[config.mk]
export PLATFORM = sky130hd
export DESIGN_NAME = mem_access_stage
export DESIGN_NICKNAME = d
export VERILOG_FILES = /design/src/rtl/mem_access_stage_pkg.sv /design/src/rtl/mem_access_stage_mem_wb_reg.sv /design/src/rtl/mem_access_stage.sv
export SDC_FILE = /design/constraint.sdc
export NUM_CORES = 1
export LEC_CHECK = 0
export CORE_ASPECT_RATIO = 0.6
export CORE_MARGIN = 2
export CORE_UTILIZATION = 44
export CTS_BUF_LIST = sky130_fd_sc_hd__clkbuf_8
export DETAILED_ROUTE_END_ITERATION = 8
export PLACE_DENSITY = 0.8
export SLEW_MARGIN = 20
export SYNTH_ARGS = -nofsm -noshare
export SYNTH_HDL_FRONTEND = slang
export SYNTH_HIERARCHICAL = 1
export SYNTH_SLANG_ARGS = --single-unit
export TNS_END_PERCENT = 30
[constraint.sdc]
create_clock -name clk -period 2.3 [get_ports clk]
set_input_delay 0.46 -clock clk [delete_from_list [all_inputs] [get_ports clk]]
set_output_delay 0.46 -clock clk [all_outputs]
set_load 0.02 [all_outputs]
[src/rtl/mem_access_stage_pkg.sv]
// Shared constants, state encoding and helpers for the MEM stage.
package mem_access_stage_pkg;

    localparam int WDATA_SRC_LENGTH = 2;

    localparam logic [WDATA_SRC_LENGTH-1:0] WDATA_SRC_ALU = 2'b00;
    localparam logic [WDATA_SRC_LENGTH-1:0] WDATA_SRC_MEM = 2'b01;
    localparam logic [WDATA_SRC_LENGTH-1:0] WDATA_SRC_PC  = 2'b10;

    localparam logic [1:0]  INIT_2  = 2'b00;
    localparam logic [31:0] INIT_32 = 32'h0000_0000;

    typedef enum logic {
        ST_IDLE = 1'b0,
        ST_BUSY = 1'b1
    } state_t;

    // Drops the byte offset so the bus always sees a word address.
    function automatic logic [31:0] word_align(input logic [31:0] addr);
        return {addr[31:2], 2'b00};
    endfunction

endpackage

[src/rtl/mem_access_stage_mem_wb_reg.sv]
// MEM/WB pipeline register; a bubble clears every field so no write-back happens.
module mem_wb_reg
    import mem_access_stage_pkg::*;
(
    input  logic                        clk,
    input  logic                        rst,
    input  logic                        bubble_i,
    input  logic [WDATA_SRC_LENGTH-1:0] wsrc_i,
    input  logic [31:0]                 alures_i,
    input  logic [31:0]                 memdata_i,
    input  logic [4:0]                  wreg_i,
    output logic [WDATA_SRC_LENGTH-1:0] wsrc_o,
    output logic [31:0]                 alures_o,
    output logic [31:0]                 memdata_o,
    output logic [4:0]                  wreg_o
);

    // Load the next write-back tuple, or clear it on reset or bubble.
    always_ff @(posedge clk) begin
        if (!rst || bubble_i) begin
            wsrc_o    <= INIT_2;
            alures_o  <= INIT_32;
            memdata_o <= INIT_32;
            wreg_o    <= 5'd0;
        end else begin
            wsrc_o    <= wsrc_i;
            alures_o  <= alures_i;
            memdata_o <= memdata_i;
            wreg_o    <= wreg_i;
        end
    end

endmodule

[src/rtl/mem_access_stage.sv]
// MEM pipeline stage: issues data-memory accesses over req/ack, stalls the
// pipeline while one is outstanding, and feeds the MEM/WB register.
module mem_access_stage
    import mem_access_stage_pkg::*;
#(
    parameter int TIMEOUT = 16
) (
    input  logic                        clk,
    input  logic                        rst,
    input  logic                        DataMemWE,
    input  logic [WDATA_SRC_LENGTH-1:0] WriteDataSrc,
    input  logic [31:0]                 ALURes,
    input  logic [31:0]                 Reg2DataOut,
    input  logic [4:0]                  WriteRegSrc,
    output logic                        dmem_req,
    output logic                        dmem_we,
    output logic [31:0]                 dmem_addr,
    output logic [31:0]                 dmem_wdata,
    input  logic [31:0]                 dmem_rdata,
    input  logic                        dmem_ack,
    output logic                        stall_req,
    output logic [WDATA_SRC_LENGTH-1:0] WriteDataSrc_out,
    output logic [31:0]                 ALURes_out,
    output logic [31:0]                 MemData_out,
    output logic [4:0]                  WriteRegSrc_out,
    output logic                        bus_err,
    output logic                        align_err
);

    state_t                      state_q, state_d;
    logic [7:0]                  cnt_q, cnt_d;
    logic                        req_q, req_d;
    logic                        we_q, we_d;
    logic [31:0]                 addr_q, addr_d;
    logic [31:0]                 wdata_q, wdata_d;
    logic [4:0]                  wreg_q, wreg_d;
    logic [WDATA_SRC_LENGTH-1:0] wsrc_q, wsrc_d;
    logic                        busErr_q, busErr_d;
    logic                        alignErr_q, alignErr_d;

    logic                        acc;
    logic                        aligned;
    logic                        timeoutHit;

    logic                        wbBubble;
    logic [WDATA_SRC_LENGTH-1:0] wbWsrc;
    logic [31:0]                 wbAlu;
    logic [31:0]                 wbMem;
    logic [4:0]                  wbWreg;

    assign acc        = DataMemWE | (WriteDataSrc == WDATA_SRC_MEM);
    assign aligned    = (ALURes[1:0] == 2'b00);
    assign timeoutHit = (cnt_q == 8'(TIMEOUT - 1));

    // Next-state, bus and write-back selection for the access FSM.
    always_comb begin
        state_d    = state_q;
        cnt_d      = cnt_q;
        req_d      = req_q;
        we_d       = we_q;
        addr_d     = addr_q;
        wdata_d    = wdata_q;
        wreg_d     = wreg_q;
        wsrc_d     = wsrc_q;
        busErr_d   = 1'b0;
        alignErr_d = 1'b0;
        wbBubble   = 1'b0;
        wbWsrc     = WriteDataSrc;
        wbAlu      = ALURes;
        wbMem      = INIT_32;
        wbWreg     = WriteRegSrc;

        case (state_q)
            ST_IDLE: begin
                if (acc && !aligned) begin
                    alignErr_d = 1'b1;
                    wbWreg     = 5'd0;
                end else if (acc) begin
                    state_d  = ST_BUSY;
                    cnt_d    = 8'd0;
                    req_d    = 1'b1;
                    we_d     = DataMemWE;
                    addr_d   = word_align(ALURes);
                    wdata_d  = Reg2DataOut;
                    wreg_d   = WriteRegSrc;
                    wsrc_d   = WriteDataSrc;
                    wbBubble = 1'b1;
                end
            end
            ST_BUSY: begin
                wbBubble = 1'b1;
                if (dmem_ack) begin
                    state_d  = ST_IDLE;
                    req_d    = 1'b0;
                    we_d     = 1'b0;
                    wbBubble = 1'b0;
                    wbWsrc   = wsrc_q;
                    wbAlu    = addr_q;
                    wbWreg   = wreg_q;
                    wbMem    = we_q ? INIT_32 : dmem_rdata;
                end else if (timeoutHit) begin
                    state_d  = ST_IDLE;
                    req_d    = 1'b0;
                    we_d     = 1'b0;
                    busErr_d = 1'b1;
                end else begin
                    cnt_d = cnt_q + 8'd1;
                end
            end
        endcase
    end

    // State and latched-access registers with synchronous active-low reset.
    always_ff @(posedge clk) begin
        if (!rst) begin
            state_q    <= ST_IDLE;
            cnt_q      <= 8'd0;
            req_q      <= 1'b0;
            we_q       <= 1'b0;
            addr_q     <= INIT_32;
            wdata_q    <= INIT_32;
            wreg_q     <= 5'd0;
            wsrc_q     <= INIT_2;
            busErr_q   <= 1'b0;
            alignErr_q <= 1'b0;
        end else begin
            state_q    <= state_d;
            cnt_q      <= cnt_d;
            req_q      <= req_d;
            we_q       <= we_d;
            addr_q     <= addr_d;
            wdata_q    <= wdata_d;
            wreg_q     <= wreg_d;
            wsrc_q     <= wsrc_d;
            busErr_q   <= busErr_d;
            alignErr_q <= alignErr_d;
        end
    end

    // Stall while busy, or while an aligned access is about to be launched.
    always_comb begin
        stall_req = rst & ((state_q == ST_BUSY) || (acc && aligned));
    end

    assign dmem_req   = req_q;
    assign dmem_we    = we_q;
    assign dmem_addr  = addr_q;
    assign dmem_wdata = wdata_q;
    assign bus_err    = busErr_q;
    assign align_err  = alignErr_q;

    mem_wb_reg u_mem_wb_reg (
        .clk       (clk),
        .rst       (rst),
        .bubble_i  (wbBubble),
        .wsrc_i    (wbWsrc),
        .alures_i  (wbAlu),
        .memdata_i (wbMem),
        .wreg_i    (wbWreg),
        .wsrc_o    (WriteDataSrc_out),
        .alures_o  (ALURes_out),
        .memdata_o (MemData_out),
        .wreg_o    (WriteRegSrc_out)
    );

endmodule

==> flow_summary.toml <==
[status]
status = "finished, final reports clean"

[cells_and_area]
final_nets = 1038
fillers = 1026
design_area_um2 = 8980
drive_gt1_frac = 0.144
area_growth_syn_to_layout_pct = 51.0
final_common_cell = "nand2_1"
antenna-diode-count = 0
stdcell_count = 1113
mostFrequentLayoutCells = "252 x nand2_1, 242 x clkdlybuf4s50_1, 153 x dfxtp_1"

[critical_path]
critPathArrivalTime_ns = 1.66
required_ns = 1.84
worstSetupStartpointType = "input port"
critPathKind = "input port to primary output"
cp_max_fo = 3
ff2ff_setup_slack_ns = 0.52
cp-end-kind = "primary output"
startpoint = "WriteDataSrc[1]"
r2r-start = "cnt_q[0]$_SDFFE_PN0P_"

[die]
die_w_um = 154
pin_count = 247
std_cell_rows = 32
dieArea_um2 = 14500
die_h_um = 94.1
core_um2 = 13000
start_util = 0.457

[placement]
place.gp.congestion = 0.795
place_area_um2 = 8600
dpl.hpwl_um = 11800
portBuffers = 244
placed_cells = 1081

[grt]
antenna_found_initial = 0
grt_pass1_wl_um = 27200
grt_overflow = 0
grt_use_total = 0.238
first_global_vias = 5200
grt_max_degree = 82

[timing]
fmax_ghz = 0.471
maxSlewHeadroom = 0.538
slew_viol_final = 0
worst_slew_pin_slew_ns = 0.693
post-route-period-util = 0.923
finClkSkew_ns = 0.0152
fin_crit_ns = 2.12
hold_violations = 0
rsz0062_at_grt = "no"
timing.hold.ws_ns = 0.455
fin_setup_tns_ns = 0
setup_viol = 0

[cts]
htreeDepth = 4
cts_made_buffers = 17
clock-sinks = 153
path_clk_slew_ns = 0.08
clock_path_buffers = 2
cts_tree = "built"
post_cts_buffers = 0
clock-root-buffer = "clkbuf_8"
clk_latency_ns = 0.43

[logic_synthesis]
synth_area_um2 = 5950
synth_seq_cells = 153
synthFlopType = "dfxtp_1"
synth_cells = 699
syn_avg_cell_area_um2 = 8.51
synthArstFlopShare = 0
synth-edff-count = 0
yosysWarnings = 6
yosysSeqAreaShare = 0.515
synth_cell_types = 39

[drt]
dr.first_iter.drc_count = 281
first_pass_iters = 5
wl_per_cell_um = 15.4
postRouteAntennaNets = 0
num_vias = 5488
drc = 0
routed_via_density = 4.93
wl_um = 17100

[power_and_ir_drop]
p_leak_nw = 3.63
power_density_nw_per_um2 = 628
ir_worst_vdd_v = 0.000394

[min_path]
holdCritStartpoint = "dmem_wdata[1]$_SDFFE_PN0P_"
min_path_type = "flip-flop to flip-flop"

[flow_run]
cap_violations = 0
## layout make-up
cell class / instances / area (µm²) / area share
Sequential cell: 153 / 3060 / 0.341
Timing Repair Buffer: 265 / 2670 / 0.297
Multi-Input combinational cell: 491 / 2650 / 0.295
Clock buffer: 18 / 248 / 0.0276
Tap cell: 170 / 213 / 0.0237
Clock inverter: 14 / 139 / 0.0155
Inverter: 2 / 7.51 / 0.000836
## final timing paths
kind,end,depth (start not counted)
max,stall_req,6
max reg2reg,cnt_q[7]$_SDFFE_PN0P_,5
min,dmem_wdata[1]$_SDFFE_PN0P_,2
min reg2reg,dmem_wdata[1]$_SDFFE_PN0P_,2
## cell usage after synthesis, drive strengths merged (2+ instances only)
library cell | instances | area share
nand4 | 5 | 0.0053
nand3 | 9 | 0.0076
a31oi | 2 | 0.0021
and3b | 71 | 0.12
or3 | 3 | 0.0032
dfxtp | 153 | 0.51
o21ai | 7 | 0.0059
buf | 27 | 0.025
inv | 2 | 0.0013
nor3 | 4 | 0.0042
clkbuf | 27 | 0.019
nor2 | 7 | 0.0044
nand2 | 252 | 0.16
o32ai | 2 | 0.0029
a21oi | 73 | 0.061
and2 | 36 | 0.038
nand4b | 3 | 0.0044
## layer usage
layer,global-route usage,wire [µm]
met1,0.307,7690
met2,0.374,7570
met3,0.0867,1620
met4,0.0717,209
met5,0,0
## critical path: stages
cell	delay, ns
clkdlybuf4s50_1	0.55
nor2b_2	0.06
o21ai_0	0.21
and2_1	0.18
nor2_1	0.04
buf_2	0.15
## power breakdown
part / leakage [nW] / internal, mW / switching [mW] / total (mW)
Clock: 0.189 / 0.910 / 1.07 / 1.98
Sequential: 1.25 / 2.75 / 0.0443 / 2.79
Combinational: 2.19 / 0.459 / 0.416 / 0.875
## cell families after synthesis
kind of cell / Yosys count / share of synthesized area
other: 1 / 0.000630
xor gates and xnor gates: 1 / 0.00147
muxes: 1 / 0.00168
DFF: 153 / 0.515
buffers and inverters: 56 / 0.0446
adders and majority gates: 1 / 0.00210
and+or+nand+nor: 396 / 0.353
AOI/OAI and AO/OA: 90 / 0.0814
## repair_timing
item	in CTS	in global routing
hold buffers	0	0
setup endpoints to repair	1	1
gates resized for setup	3	3
## sequential cells by signal, summed over array words and instances (netlist names)
| name | cells |
|---|---|
| dmem_wdata | 32 |
| cnt_q | 8 |
| u_mem_wb_reg/alures_o | 32 |
| dmem_we | 1 |
| dmem_req | 1 |
| u_mem_wb_reg/wreg_o | 5 |
| u_mem_wb_reg/memdata_o | 32 |
| wreg_q | 5 |
| dmem_addr | 30 |
| u_mem_wb_reg/wsrc_o | 2 |
| state_q | 1 |
| align_err | 1 |
| bus_err | 1 |
| wsrc_q | 2 |
## stage by stage
step | power (mW) | util | setup slack, ns
final | 5.64 | 0.690 | 0.177
after global routing | 5.90 | 0.690 | 0.0572
after CTS | 5.70 | 0.690 | 0.00701
after detailed placement | 3.73 | 0.661 | -0.345
after global placement | 3.72 | 0.661 | -0.344
after floorplan | 3.24 | - | 0.543
(Power assumes the default switching activity.)
